**src/rtl/stack_ctrl_if.sv**
```systemverilog
// stack_ctrl_if: request, register-file and data-memory signals of the stack sequencer.
interface stack_ctrl_if;
   logic       req_valid;
   logic [1:0] req_op;
   logic [7:0] req_data;
   logic [1:0] req_dst;
   logic       req_ready;
   logic [7:0] sp_in;
   logic       rf_wr_en;
   logic [1:0] rf_wr_addr;
   logic [7:0] rf_wr_data;
   logic       mem_req;
   logic       mem_we;
   logic [7:0] mem_addr;
   logic [7:0] mem_wdata;
   logic       mem_ack;
   logic [7:0] mem_rdata;
   logic       done_valid;
   logic [7:0] done_data;
   logic       done_is_ret;
   logic       err;
   modport slave (
      input  req_valid, req_op, req_data, req_dst, sp_in, mem_ack, mem_rdata,
      output req_ready, rf_wr_en, rf_wr_addr, rf_wr_data, mem_req, mem_we, mem_addr,
             mem_wdata, done_valid, done_data, done_is_ret, err
   );
   modport master (
      output req_valid, req_op, req_data, req_dst, sp_in, mem_ack, mem_rdata,
      input  req_ready, rf_wr_en, rf_wr_addr, rf_wr_data, mem_req, mem_we, mem_addr,
             mem_wdata, done_valid, done_data, done_is_ret, err
   );
endinterface

```
**src/rtl/stack_ctrl.sv**
```systemverilog
// stack_ctrl: PUSH/POP/CALL/RET sequencer driving data memory and the register-file write port.
module stack_ctrl #(
   parameter logic [1:0] SP_ADDR  = 2'b11,
   parameter logic [7:0] SP_EMPTY = 8'hFF,
   parameter logic [7:0] SP_LIMIT = 8'h00
) (
   input logic        clk,
   input logic        rst_n,
   stack_ctrl_if.slave bus
);
   localparam logic [2:0] IDLE  = 3'd0;
   localparam logic [2:0] MEM   = 3'd1;
   localparam logic [2:0] SPWB  = 3'd2;
   localparam logic [2:0] DSTWB = 3'd3;
   localparam logic [2:0] ERR   = 3'd4;
   localparam logic [1:0] OP_POP = 2'b01;
   localparam logic [1:0] OP_RET = 2'b11;
   logic [2:0] state_q, state_d;
   logic [1:0] op_q, op_d;
   logic [7:0] data_q, data_d;
   logic [1:0] dst_q, dst_d;
   logic [7:0] sp_q, sp_d;
   logic [7:0] pop_q, pop_d;
   logic       is_read, in_mem, in_spwb, in_dstwb;
   // op bit 0 set means the stack is read (POP/RET), clear means written (PUSH/CALL)
   assign is_read  = op_q[0];
   assign in_mem   = state_q == MEM;
   assign in_spwb  = state_q == SPWB;
   assign in_dstwb = state_q == DSTWB;
   always_comb begin
      state_d = state_q;
      op_d    = op_q;
      data_d  = data_q;
      dst_d   = dst_q;
      sp_d    = sp_q;
      pop_d   = pop_q;
      case (state_q)
         IDLE: if (bus.req_valid) begin
            op_d    = bus.req_op;
            data_d  = bus.req_data;
            dst_d   = bus.req_dst;
            sp_d    = bus.sp_in;
            state_d = ((!bus.req_op[0] && bus.sp_in == SP_LIMIT) ||
                       (bus.req_op[0] && bus.sp_in == SP_EMPTY)) ? ERR : MEM;
         end
         MEM: if (bus.mem_ack) begin
            pop_d   = bus.mem_rdata;
            state_d = SPWB;
         end
         SPWB:    state_d = (op_q == OP_POP) ? DSTWB : IDLE;
         default: state_d = IDLE;
      endcase
   end
   always_ff @(posedge clk or negedge rst_n) begin
      if (!rst_n) begin
         state_q <= IDLE;
         op_q    <= '0;
         data_q  <= '0;
         dst_q   <= '0;
         sp_q    <= '0;
         pop_q   <= '0;
      end else begin
         state_q <= state_d;
         op_q    <= op_d;
         data_q  <= data_d;
         dst_q   <= dst_d;
         sp_q    <= sp_d;
         pop_q   <= pop_d;
      end
   end
   assign bus.req_ready   = state_q == IDLE;
   assign bus.mem_req     = in_mem;
   assign bus.mem_we      = in_mem && !is_read;
   assign bus.mem_addr    = in_mem ? (is_read ? sp_q + 8'd1 : sp_q) : 8'h00;
   assign bus.mem_wdata   = (in_mem && !is_read) ? data_q : 8'h00;
   assign bus.rf_wr_en    = in_spwb || in_dstwb;
   assign bus.rf_wr_addr  = in_spwb ? SP_ADDR : (in_dstwb ? dst_q : 2'b00);
   assign bus.rf_wr_data  = in_spwb ? (is_read ? sp_q + 8'd1 : sp_q - 8'd1) :
                            (in_dstwb ? pop_q : 8'h00);
   assign bus.done_valid  = (in_spwb && op_q != OP_POP) || in_dstwb;
   assign bus.done_data   = (bus.done_valid && is_read) ? pop_q : 8'h00;
   assign bus.done_is_ret = in_spwb && op_q == OP_RET;
   assign bus.err         = state_q == ERR;
endmodule
```
**src/flat_wrapper.sv**
```systemverilog
// flat-port wrapper written by rule: the top's interface ports become plain ports
module stack_ctrl_flat 
#(
   parameter logic [1:0] SP_ADDR  = 2'b11,
   parameter logic [7:0] SP_EMPTY = 8'hFF,
   parameter logic [7:0] SP_LIMIT = 8'h00
)
  (clk, rst_n, bus_req_valid, bus_req_op, bus_req_data, bus_req_dst, bus_sp_in, bus_mem_ack, bus_mem_rdata, bus_req_ready, bus_rf_wr_en, bus_rf_wr_addr, bus_rf_wr_data, bus_mem_req, bus_mem_we, bus_mem_addr, bus_mem_wdata, bus_done_valid, bus_done_data, bus_done_is_ret, bus_err);
  stack_ctrl_if bus_i ();
  input logic clk;
  input logic rst_n;
  input wire logic [$bits(bus_i.req_valid)-1:0] bus_req_valid;
  input wire logic [$bits(bus_i.req_op)-1:0] bus_req_op;
  input wire logic [$bits(bus_i.req_data)-1:0] bus_req_data;
  input wire logic [$bits(bus_i.req_dst)-1:0] bus_req_dst;
  input wire logic [$bits(bus_i.sp_in)-1:0] bus_sp_in;
  input wire logic [$bits(bus_i.mem_ack)-1:0] bus_mem_ack;
  input wire logic [$bits(bus_i.mem_rdata)-1:0] bus_mem_rdata;
  output wire logic [$bits(bus_i.req_ready)-1:0] bus_req_ready;
  output wire logic [$bits(bus_i.rf_wr_en)-1:0] bus_rf_wr_en;
  output wire logic [$bits(bus_i.rf_wr_addr)-1:0] bus_rf_wr_addr;
  output wire logic [$bits(bus_i.rf_wr_data)-1:0] bus_rf_wr_data;
  output wire logic [$bits(bus_i.mem_req)-1:0] bus_mem_req;
  output wire logic [$bits(bus_i.mem_we)-1:0] bus_mem_we;
  output wire logic [$bits(bus_i.mem_addr)-1:0] bus_mem_addr;
  output wire logic [$bits(bus_i.mem_wdata)-1:0] bus_mem_wdata;
  output wire logic [$bits(bus_i.done_valid)-1:0] bus_done_valid;
  output wire logic [$bits(bus_i.done_data)-1:0] bus_done_data;
  output wire logic [$bits(bus_i.done_is_ret)-1:0] bus_done_is_ret;
  output wire logic [$bits(bus_i.err)-1:0] bus_err;
  assign bus_i.req_valid = bus_req_valid;
  assign bus_i.req_op = bus_req_op;
  assign bus_i.req_data = bus_req_data;
  assign bus_i.req_dst = bus_req_dst;
  assign bus_i.sp_in = bus_sp_in;
  assign bus_i.mem_ack = bus_mem_ack;
  assign bus_i.mem_rdata = bus_mem_rdata;
  assign bus_req_ready = bus_i.req_ready;
  assign bus_rf_wr_en = bus_i.rf_wr_en;
  assign bus_rf_wr_addr = bus_i.rf_wr_addr;
  assign bus_rf_wr_data = bus_i.rf_wr_data;
  assign bus_mem_req = bus_i.mem_req;
  assign bus_mem_we = bus_i.mem_we;
  assign bus_mem_addr = bus_i.mem_addr;
  assign bus_mem_wdata = bus_i.mem_wdata;
  assign bus_done_valid = bus_i.done_valid;
  assign bus_done_data = bus_i.done_data;
  assign bus_done_is_ret = bus_i.done_is_ret;
  assign bus_err = bus_i.err;
  stack_ctrl #(.SP_ADDR(SP_ADDR), .SP_EMPTY(SP_EMPTY), .SP_LIMIT(SP_LIMIT)) u_core (.clk(clk), .rst_n(rst_n), .bus(bus_i));
endmodule
```
**config.mk**
```make
export PLATFORM = sky130hd
export DESIGN_NAME = stack_ctrl_flat
export DESIGN_NICKNAME = d
export VERILOG_FILES = /design/src/rtl/stack_ctrl_if.sv /design/src/rtl/stack_ctrl.sv /design/src/flat_wrapper.sv
export SDC_FILE = /design/constraint.sdc
export NUM_CORES = 1
export LEC_CHECK = 0
export BUFFER_PORTS_ARGS = -buffer_cell sky130_fd_sc_hd__buf_4
export CAP_MARGIN = 20
export CORE_ASPECT_RATIO = 0.8
export CORE_MARGIN = 5
export CORE_UTILIZATION = 53
export DETAILED_ROUTE_END_ITERATION = 16
export PLACE_DENSITY_LB_ADDON = 0.12
export SLEW_MARGIN = 20
export SYNTH_ARGS = -nofsm -noshare
export SYNTH_HDL_FRONTEND = slang
export SYNTH_SLANG_ARGS = --single-unit
```
**constraint.sdc**
```tcl
create_clock -name clk -period 3.9 [get_ports clk]
set_input_delay 0 -clock clk [delete_from_list [all_inputs] [get_ports clk]]
set_output_delay 0 -clock clk [all_outputs]
set_load 0.005 [all_outputs]
```
==> results of run 1 <==
[worst register-to-register path, stage by stage, from the launching register on]
cell and delay, ns:
dfrtp_1 0.84, nand2b_1 0.19, or2_1 0.40, inv_2 0.20, and2_4 0.26, mux2_4 0.32
[per-layer routing]
metal / part of all wire / routed length, um / track usage / up-vias
li1: - / - / - / 958
met1: 0.40 / 2400 / 0.306 / 939
met2: 0.49 / 2920 / 0.417 / 84
met3: 0.093 / 559 / 0.0706 / 12
met4: 0.017 / 101 / 0.0696 / 0
met5: 0 / 0 / 0 / -
[state kept, by name (all words and copies together) (netlist names)]
signal and count:
u_core.data_q 8, u_core.dst_q 2, u_core.sp_q 8, u_core.op_q 2
u_core.state_q 3, u_core.pop_q 8
[power by group through the flow]
stage | Combinational (uW) | Clock, uW | Sequential, uW
finish | 965 | 333 | 684
global route | 1070 | 351 | 713
CTS | 955 | 336 | 669
detailed placement | 925 | 0 | 672
global placement | 897 | 0 | 663
floorplan | 707 | 0 | 562
[synthesized netlist by cell type (2+ instances only)]
| cell type | number | area share |
|---|---|---|
| nand2_1 | 60 | 0.11 |
| dfrtp_1 | 31 | 0.40 |
| nor2_1 | 20 | 0.038 |
| and2_1 | 10 | 0.032 |
| nand3_1 | 9 | 0.023 |
| and3_1 | 8 | 0.026 |
| mux2_4 | 8 | 0.061 |
| a21oi_1 | 7 | 0.018 |
| o21ai_0 | 7 | 0.018 |
| buf_2 | 6 | 0.015 |
| nor3_1 | 6 | 0.015 |
| inv_1 | 5 | 0.0096 |
| xnor2_1 | 5 | 0.022 |
| clkbuf_1 | 4 | 0.0077 |
| ha_1 | 4 | 0.026 |
| mux2i_1 | 4 | 0.020 |
| nand2b_1 | 4 | 0.013 |
| xor2_1 | 4 | 0.018 |
| nand4_1 | 3 | 0.0096 |
| nor3b_1 | 3 | 0.011 |
| buf_6 | 2 | 0.011 |
| nand3b_1 | 2 | 0.0077 |
| o21ai_1 | 2 | 0.0051 |
| or3_1 | 2 | 0.0064 |
| or4_1 | 2 | 0.0077 |
[through the flow]
| step | utilization | power [uW] |
|---|---|---|
| floorplan | - | 1270 |
| global placement | 0.704 | 1560 |
| detailed placement | 0.704 | 1600 |
| CTS | 0.821 | 1960 |
| global route | 0.821 | 2140 |
| finish | 0.821 | 1980 |
[cell type report]
cell class / count / area (um^2) / area share
clock buffer: 6 / 82.6 / 0.0288
clock inverter: 2 / 35.0 / 0.0122
inverter: 7 / 26.3 / 0.00916
multi-input combinational: 182 / 1060 / 0.371
sequential: 31 / 776 / 0.271
tap: 42 / 52.6 / 0.0183
timing repair buffer: 101 / 831 / 0.290
[worst max-delay path by stage]
stage                                  start                           to  slack, ns  cells past startpoint
2_1_floorplan  u_core.state_q[1]$_DFFE_PN0P_  u_core.pop_q[0]$_DFFE_PN0P_       2.30                      7
3_3_place_gp   u_core.state_q[0]$_DFFE_PN0P_  u_core.pop_q[3]$_DFFE_PN0P_       1.78                      5
3_5_place_dp   u_core.state_q[0]$_DFFE_PN0P_  u_core.pop_q[7]$_DFFE_PN0P_       1.67                      5
4_1_cts        u_core.state_q[0]$_DFFE_PN0P_  u_core.pop_q[7]$_DFFE_PN0P_       1.65                      5
5_1_grt        u_core.state_q[0]$_DFFE_PN0P_  u_core.pop_q[0]$_DFFE_PN0P_       1.43                      5
6_report       u_core.state_q[0]$_DFFE_PN0P_  u_core.pop_q[0]$_DFFE_PN0P_       1.57                      5
[timing repair]
item                                    CTS  global route
endpoints found under the setup margin    0             0
hold buffers                             29             0
endpoints found under the hold margin    59             0
[kinds of logic after synthesis]
| group | Yosys count |
|---|---|
| AOI/OAI and AO/OA | 21 |
| xor gates and xnor gates | 9 |
| adders and majority gates | 4 |
| buffers and inverters | 21 |
| DFF | 31 |
| muxes | 12 |
| and+or+nand+nor | 136 |
==> flow_metrics.env, run 1 <==
export IMPL_r2r_end="u_core.pop_q[0]$_DFFE_PN0P_"
export IMPL_synth_compound_area_frac=0.0593
export IMPL_io_pins=73
export IMPL_final_max_slew_viol_count=0
export IMPL_cts_sinks=31
export IMPL_peakVddDrop_v=0.000426
export IMPL_drc=0
export IMPL_min_delay_worst_endpoint="u_core.state_q[1]$_DFFE_PN0P_"
export IMPL_yosys_most_used_dff="dfrtp_1"
export IMPL_postRouteAntennaNets=0
export IMPL_worst_path_buf_inv=1
export IMPL_area_growth_synth_to_final_pct=46.2
export IMPL_final_cell_mix="buf_4 (72), nand2_1 (60), dfrtp_1 (31)"
export IMPL_clkTransAtPathRegs_ns=0.07
export IMPL_grt_pass1_wl_um=9790
export IMPL_synth_cell_types=41
export IMPL_required_ns=4.07
export IMPL_critPathTopFamily="simple AND/OR/NAND/NOR gates"
export IMPL_synthAdderAreaFrac=0.0255
export IMPL_synth_edff_count=0
export IMPL_mappedNetlistNets=270
export IMPL_crit_arrival_ns=2.50
export IMPL_nNetsFinal=364
export IMPL_vias_per_cell=5.37
export IMPL_htree_levels=2
export IMPL_fin_cells=371
export IMPL_setup_ws_ns=1.57
export IMPL_die_area_um2=5030
export IMPL_fin_skew_ns=0.00448
export IMPL_synth_top_family_by_area="simple AND/OR/NAND/NOR gates"
export IMPL_fin_crit_ns=2.33
export IMPL_first_global_vias=2000
export IMPL_fill_cells=236
export IMPL_ff2ff_path_depth=5
export IMPL_routedWlPerCell_um=16.1
export IMPL_cpMaxStageDelayCell="dfrtp_1"
export IMPL_ys_seq_area_frac=0.395
export IMPL_fin_crit_sh=0.597
export IMPL_hold_worst_slack_ns=0.0163
export IMPL_synth_yosys_warnings=0
export IMPL_dieHeight_um=64.4
export IMPL_rsz0062_at_grt="no"
export IMPL_grt_max_degree=32
export IMPL_coreArea_um2=3490
export IMPL_final_layout_size_suffix_gt1_frac=0.286
export IMPL_p_leak_uw=0.00145
export IMPL_drt_pass1_iter_count=4
export IMPL_synthesis_area_um2=1960
export IMPL_rows=19
export IMPL_place_gp_congestion=0.873
export IMPL_netlist_instances=234
export IMPL_cts_buffer_depth=2
export IMPL_r2r_start="u_core.state_q[0]$_DFFE_PN0P_"
export IMPL_cts_root_buf="clkbuf_8"
export IMPL_crit_fanout=25
export IMPL_swShare=0.406
export IMPL_start_util=0.561
export IMPL_dpl_cell_area_um2=2460
export IMPL_die_w_um=78.0
export IMPL_async_flop_share=1.00
export IMPL_p_clk_frac=0.168
export IMPL_setup_total_negative_slack_ns=0
export IMPL_worst_setup_path_end_kind="flip-flop"
export IMPL_syn_area_per_cell_um2=8.38
export IMPL_cts_buffers_inserted=5
export IMPL_hold_viol=0
export IMPL_path_class="flip-flop to flip-flop"
export IMPL_dp_final_hpwl_um=3860
export IMPL_antenna_found_initial=0
export IMPL_slew_headroom=0.445
export IMPL_switchingPower_uw=805
export IMPL_gr_usage_all_layers=0.245
export IMPL_fmax_mhz=430
export IMPL_dp_cells=334
export IMPL_portBuffers=72
export IMPL_cts_setup_buffers=0
export IMPL_drv_cap=0
export IMPL_p_int_uw=1180
export IMPL_vias=1993
export IMPL_worstHoldStart="bus_mem_ack"
export IMPL_synth_seq_cells=31
export IMPL_p_comb_frac=0.487
export IMPL_outcome="complete, no violations"
export IMPL_critPathMaxStageDelay_ns=0.84
export IMPL_insertion_delay_ns=0.29
export IMPL_cts_resized=0
export IMPL_powerDensity_nw_per_um2=691
export IMPL_finalSetupViolations=0
export IMPL_routed_wirelength_um=5980
export IMPL_synthMuxAreaShare=0.0816
export IMPL_yosys_area_share_simple=0.336
export IMPL_worst_slew_pin_slew_ns=0.833
export IMPL_dr_first_iter_drc_count=122
export IMPL_pre_cts_ws_ns=1.67
export IMPL_timing_reg2reg_setup_slack_ns=1.57
export IMPL_cts_tree="yes"
export IMPL_cp_cell_sequence="nand2b_1, or2_1, inv_2, and2_4, mux2_4"
export IMPL_final_cell_area_um2=2870
export IMPL_grt_overflow_total=0
export IMPL_mostFrequentLayoutCell="buf_4"
export IMPL_antenna_cells=0
export IMPL_min_path_cells=3
export IMPL_seqPwrFrac=0.345
export IMPL_synth_xor_area_share=0.0402
export IMPL_cp_start_kind="flip-flop"
export IMPL_min_delay_path_class="input port to flip-flop"
(Power assumes the default switching activity.)
==> inputs of run 2 (changes only) <==
CORE_UTILIZATION = 49   (was 53)
clock period = 2.3 ns   (was 3.9 ns; I/O delays follow)
==> flow_metrics.env, run 2 (same netlist as run 1, synthesis figures left out) <==
export IMPL_outcome="complete, no violations"
export IMPL_drc=0
export IMPL_p_leak_uw=0.00145
export IMPL_setup_total_negative_slack_ns=0
export IMPL_start_util=0.512
export IMPL_portBuffers=72
export IMPL_routedWlPerCell_um=14.4
export IMPL_fin_crit_sh=0.897
export IMPL_cts_sinks=31
export IMPL_insertion_delay_ns=0.28
export IMPL_cp_start_kind="flip-flop"
export IMPL_vias=1916
export IMPL_crit_fanout=14
export IMPL_fin_crit_ns=2.06
export IMPL_cts_resized=0
export IMPL_cts_tree="yes"
export IMPL_routed_wirelength_um=5570
export IMPL_power_uw=3200
export IMPL_clkTransAtPathRegs_ns=0.06
export IMPL_fin_skew_ns=0.00358
export IMPL_final_max_slew_viol_count=0
export IMPL_peakVddDrop_v=0.000760
export IMPL_postRouteAntennaNets=0
export IMPL_slew_headroom=0.604
export IMPL_area_growth_synth_to_final_pct=46.9
export IMPL_fill_cells=294
export IMPL_worst_slew_pin_slew_ns=0.592
export IMPL_grt_overflow_total=0
export IMPL_required_ns=2.30
export IMPL_io_pins=73
export IMPL_startpoint="u_core.op_q[0]$_DFFE_PN0P_"
export IMPL_crit_arrival_ns=2.06
export IMPL_grt_max_degree=32
export IMPL_cts_root_buf="clkbuf_8"
export IMPL_antenna_found_initial=0
export IMPL_grt_pass1_wl_um=9020
export IMPL_r2r_start="u_core.state_q[1]$_DFFE_PN0P_"
export IMPL_htree_levels=2
export IMPL_place_gp_congestion=0.832
export IMPL_final_cell_mix="buf_4 (74), nand2_1 (60), dfrtp_1 (31)"
export IMPL_cts_buffer_depth=2
export IMPL_nNetsFinal=367
export IMPL_final_layout_size_suffix_gt1_frac=0.286
export IMPL_min_delay_path_class="input port to flip-flop"
export IMPL_die_w_um=80.7
export IMPL_antenna_cells=0
export IMPL_reg_largest_list="u_core.data_q: 8 flops, u_core.pop_q: 8 flops, u_core.sp_q: 8 flops"
export IMPL_dp_final_hpwl_um=3780
export IMPL_path_class="flip-flop to output pin"
export IMPL_fmax_mhz=485
export IMPL_coreArea_um2=3830
export IMPL_hold_viol=0
export IMPL_cts_buffers_inserted=5
export IMPL_die_area_um2=5380
export IMPL_rows=20
export IMPL_vias_per_cell=4.95
export IMPL_rsz0062_at_grt="no"
export IMPL_gr_usage_all_layers=0.224
export IMPL_first_global_vias=1842
export IMPL_dr_first_iter_drc_count=131
export IMPL_worst_setup_path_end_kind="output pin"
export IMPL_powerDensity_nw_per_um2=1110
export IMPL_drv_cap=0
export IMPL_dieHeight_um=66.6
export IMPL_worstHoldStart="bus_mem_ack"
export IMPL_finalSetupViolations=0
export IMPL_drt_pass1_iter_count=4
export IMPL_mostFrequentLayoutCell="buf_4"
-- run 2: changes by cell type in the layout (fill, tap and decap cells not counted), sizes merged --
cell,before,now
buf,72,75
bufinv,1,0
clkbuf,6,7
-- run 2: worst max-delay path, cell delays in order (launching register included) --
cell and delay, ns:
dfrtp_1 0.62, nand4_1 0.34, nor3_1 0.41, or3_1 0.17, nand3_1 0.08, buf_4 0.15
-- run 2: metrics by stage --
step	cell area, um^2	util	std cells	setup slack (ns)	hold slack (ns)
2_1_floorplan	1960	-	234	0.701	-0.296
3_3_place_gp	2510	0.656	350	0.552	-0.0491
3_5_place_dp	2510	0.656	350	0.474	-0.0455
4_1_cts	2880	0.753	387	0.258	0.0172
5_1_grt	2880	0.753	387	0.131	0.0367
6_report	2880	0.753	387	0.238	0.0235
-- run 2: worst paths after layout --
check	end	slack [ns]	cells after the start
min	u_core.state_q[1]$_DFFE_PN0P_	0.02	3
min in group asynchronous	u_core.dst_q[0]$_DFFE_PN0P_	0.20	2
max in group asynchronous	u_core.op_q[1]$_DFFE_PN0P_	1.81	2
max reg2reg	u_core.pop_q[5]$_DFFE_PN0P_	0.48	5
max	bus_rf_wr_data[7]	0.24	5
min reg2reg	u_core.data_q[3]$_DFFE_PN0P_	0.47	2
-- run 2: area by class of cell --
| cell class | count | area, um^2 | area share |
|---|---|---|---|
| clock buffer | 7 | 76.3 | 0.0265 |
| clock inverter | 1 | 5.00 | 0.00174 |
| inverter | 7 | 26.3 | 0.00911 |
| multi-input combinational | 182 | 1060 | 0.369 |
| sequential | 31 | 776 | 0.269 |
| tap | 55 | 68.8 | 0.0239 |
| timing repair buffer | 104 | 866 | 0.300 |
-- run 2: timing repair --
| item | in CTS | in global routing |
|---|---|---|
| endpoints found under the hold margin | 59 | 0 |
| buffers inserted | 0 | 0 |
| hold buffers | 29 | 0 |
-- run 2: per-layer routing --
| layer | wire length, um | GRT usage |
|---|---|---|
| met5 | 0 | 0 |
| met4 | 36 | 0.0380 |
| met3 | 430 | 0.0703 |
| met2 | 2650 | 0.371 |
| met1 | 2450 | 0.293 |
-- run 2: power by group --
group / internal [uW] / total, uW / switching, uW
clock: 212 / 408 / 196
combinational: 887 / 1700 / 813
sequential: 803 / 1090 / 289
==> inputs of run 3 (changes only) <==
clock period = 1.9 ns   (was 2.3 ns; I/O delays follow)
==> flow_metrics.env, run 3 (same netlist as run 1, synthesis figures left out) <==
export IMPL_outcome="finished with violations"
export IMPL_violations="setup timing"
export IMPL_drc=0
export IMPL_crit_end="bus_rf_wr_data[6]"
export IMPL_gr_usage_all_layers=0.222
export IMPL_antenna_found_initial=0
export IMPL_cts_tree="yes"
export IMPL_final_layout_size_suffix_gt1_frac=0.348
export IMPL_drv_cap=0
export IMPL_mostFrequentLayoutCell="buf_4"
export IMPL_finalSetupViolations=1
export IMPL_fin_crit_ns=1.91
export IMPL_r2r_start="u_core.state_q[1]$_DFFE_PN0P_"
export IMPL_vias_per_cell=5.08
export IMPL_clkTransAtPathRegs_ns=0.07
export IMPL_worst_slew_pin_slew_ns=0.569
export IMPL_timing_reg2reg_setup_slack_ns=0.27
export IMPL_p_leak_uw=0.00149
export IMPL_final_max_slew_viol_count=0
export IMPL_coreArea_um2=3830
export IMPL_fmax_mhz=525
export IMPL_crit_fanout=5
export IMPL_grt_pass1_wl_um=9140
export IMPL_ff2ff_path_depth=4
export IMPL_reg_largest_list="u_core.data_q: 8 flops, u_core.pop_q: 8 flops, u_core.sp_q: 8 flops"
export IMPL_grt_overflow_total=0
export IMPL_crit_arrival_ns=1.91
export IMPL_start_util=0.512
export IMPL_nNetsFinal=377
export IMPL_htree_levels=2
export IMPL_routed_wirelength_um=5850
export IMPL_slew_headroom=0.620
export IMPL_r2r_end="u_core.sp_q[6]$_DFFE_PN0P_"
export IMPL_setup_total_negative_slack_ns=-0.00558
export IMPL_peakVddDrop_v=0.00101
export IMPL_cts_buffer_depth=2
export IMPL_cts_buffers_inserted=5
export IMPL_cts_sinks=31
export IMPL_min_delay_path_class="input port to flip-flop"
export IMPL_area_growth_synth_to_final_pct=53.3
export IMPL_routedWlPerCell_um=14.7
export IMPL_path_class="flip-flop to output pin"
export IMPL_fin_skew_ns=0.00588
export IMPL_drt_pass1_iter_count=5
export IMPL_io_pins=73
export IMPL_grt_max_degree=32
export IMPL_rows=20
export IMPL_startpoint="u_core.sp_q[1]$_DFFE_PN0P_"
export IMPL_hold_viol=0
export IMPL_cp_start_kind="flip-flop"
export IMPL_first_global_vias=1983
export IMPL_postRouteAntennaNets=0
export IMPL_cts_root_buf="clkbuf_8"
export IMPL_required_ns=1.90
export IMPL_final_cell_mix="buf_4 (85), nand2_1 (59), dlygate4sd3_1 (29)"
export IMPL_die_w_um=80.7
export IMPL_place_gp_congestion=0.860
export IMPL_hold_worst_slack_ns=0.0150
export IMPL_dieHeight_um=66.6
export IMPL_fin_crit_sh=1.00
export IMPL_vias=2018
export IMPL_worst_setup_path_end_kind="output pin"
export IMPL_rsz0062_at_grt="yes"
export IMPL_pre_cts_ws_ns=0.262
export IMPL_portBuffers=72
export IMPL_antenna_cells=0
export IMPL_setup_ws_ns=-0.00558
export IMPL_dp_final_hpwl_um=3900
export IMPL_insertion_delay_ns=0.28
export IMPL_die_area_um2=5380
export IMPL_fill_cells=295
export IMPL_powerDensity_nw_per_um2=1370
export IMPL_dr_first_iter_drc_count=86
[run 3: changes by cell type in the layout (fill, tap and decap cells not counted), sizes merged]
cell and delta:
buf +10
[run 3: worst min-delay path by stage]
stage,from,to,slack (ns),cells past startpoint
2_1_floorplan,rst_n,u_core.data_q[0]$_DFFE_PN0P_,-0.30,0
3_3_place_gp,rst_n,u_core.sp_q[3]$_DFFE_PN0P_,-0.05,1
3_5_place_dp,rst_n,u_core.dst_q[1]$_DFFE_PN0P_,-0.05,1
4_1_cts,bus_mem_ack,u_core.state_q[1]$_DFFE_PN0P_,0.008,3
5_1_grt,bus_mem_ack,u_core.state_q[1]$_DFFE_PN0P_,0.03,3
6_report,bus_mem_ack,u_core.state_q[1]$_DFFE_PN0P_,0.02,3
[run 3: final cells by class]
| type | instances | area (um^2) | area share |
|---|---|---|---|
| clock inverter | 1 | 5.00 | 0.00166 |
| timing repair buffer | 114 | 928 | 0.309 |
| tap | 55 | 68.8 | 0.0229 |
| sequential | 31 | 781 | 0.260 |
| clock buffer | 7 | 76.3 | 0.0254 |
| inverter | 7 | 26.3 | 0.00874 |
| multi-input combinational | 182 | 1120 | 0.373 |
[run 3: critical path, cell delays in order (launching register included)]
cell,delay [ns]
dfrtp_2,0.44
inv_2,0.09
ha_4,0.13
or4b_4,0.50
nor3_4,0.14
or4_1,0.13
nand3_1,0.06
buf_4,0.14
[run 3: what timing repair did]
item / in CTS / in global routing
resized for setup: 3 / 15
pin swaps: 0 / 3
buffers inserted: 1 / 3
endpoints found under the setup margin: 3 / 14
hold endpoints to repair: 59 / 0
hold buffers: 29 / 0
[run 3: metrics by stage]
stage | instance area (um^2) | instances | total power, uW | util
global placement | 2540 | 356 | 3350 | 0.664
floorplan | 1960 | 234 | 2600 | -
finish | 3010 | 397 | 4130 | 0.786
detailed placement | 2540 | 356 | 3400 | 0.664
global route | 3010 | 397 | 4470 | 0.786
CTS | 2920 | 394 | 3960 | 0.764
[run 3: routing by layer]
layer / up-vias / track usage / part of all wire / wire (um)
li1: 988 / - / - / -
met1: 938 / 0.283 / 0.42 / 2480
met2: 79 / 0.371 / 0.47 / 2760
met3: 13 / 0.0527 / 0.084 / 491
met4: 0 / 0.0759 / 0.020 / 115
met5: - / 0 / 0 / 0
[run 3: report_power, final]
part	internal [uW]	leakage [uW]	total [uW]	switching [uW]
sequential	981	0.000376	1320	338
combinational	1220	0.00107	2320	1100
clock	257	0.0000422	496	239
total	2460	0.00149	4130	1680
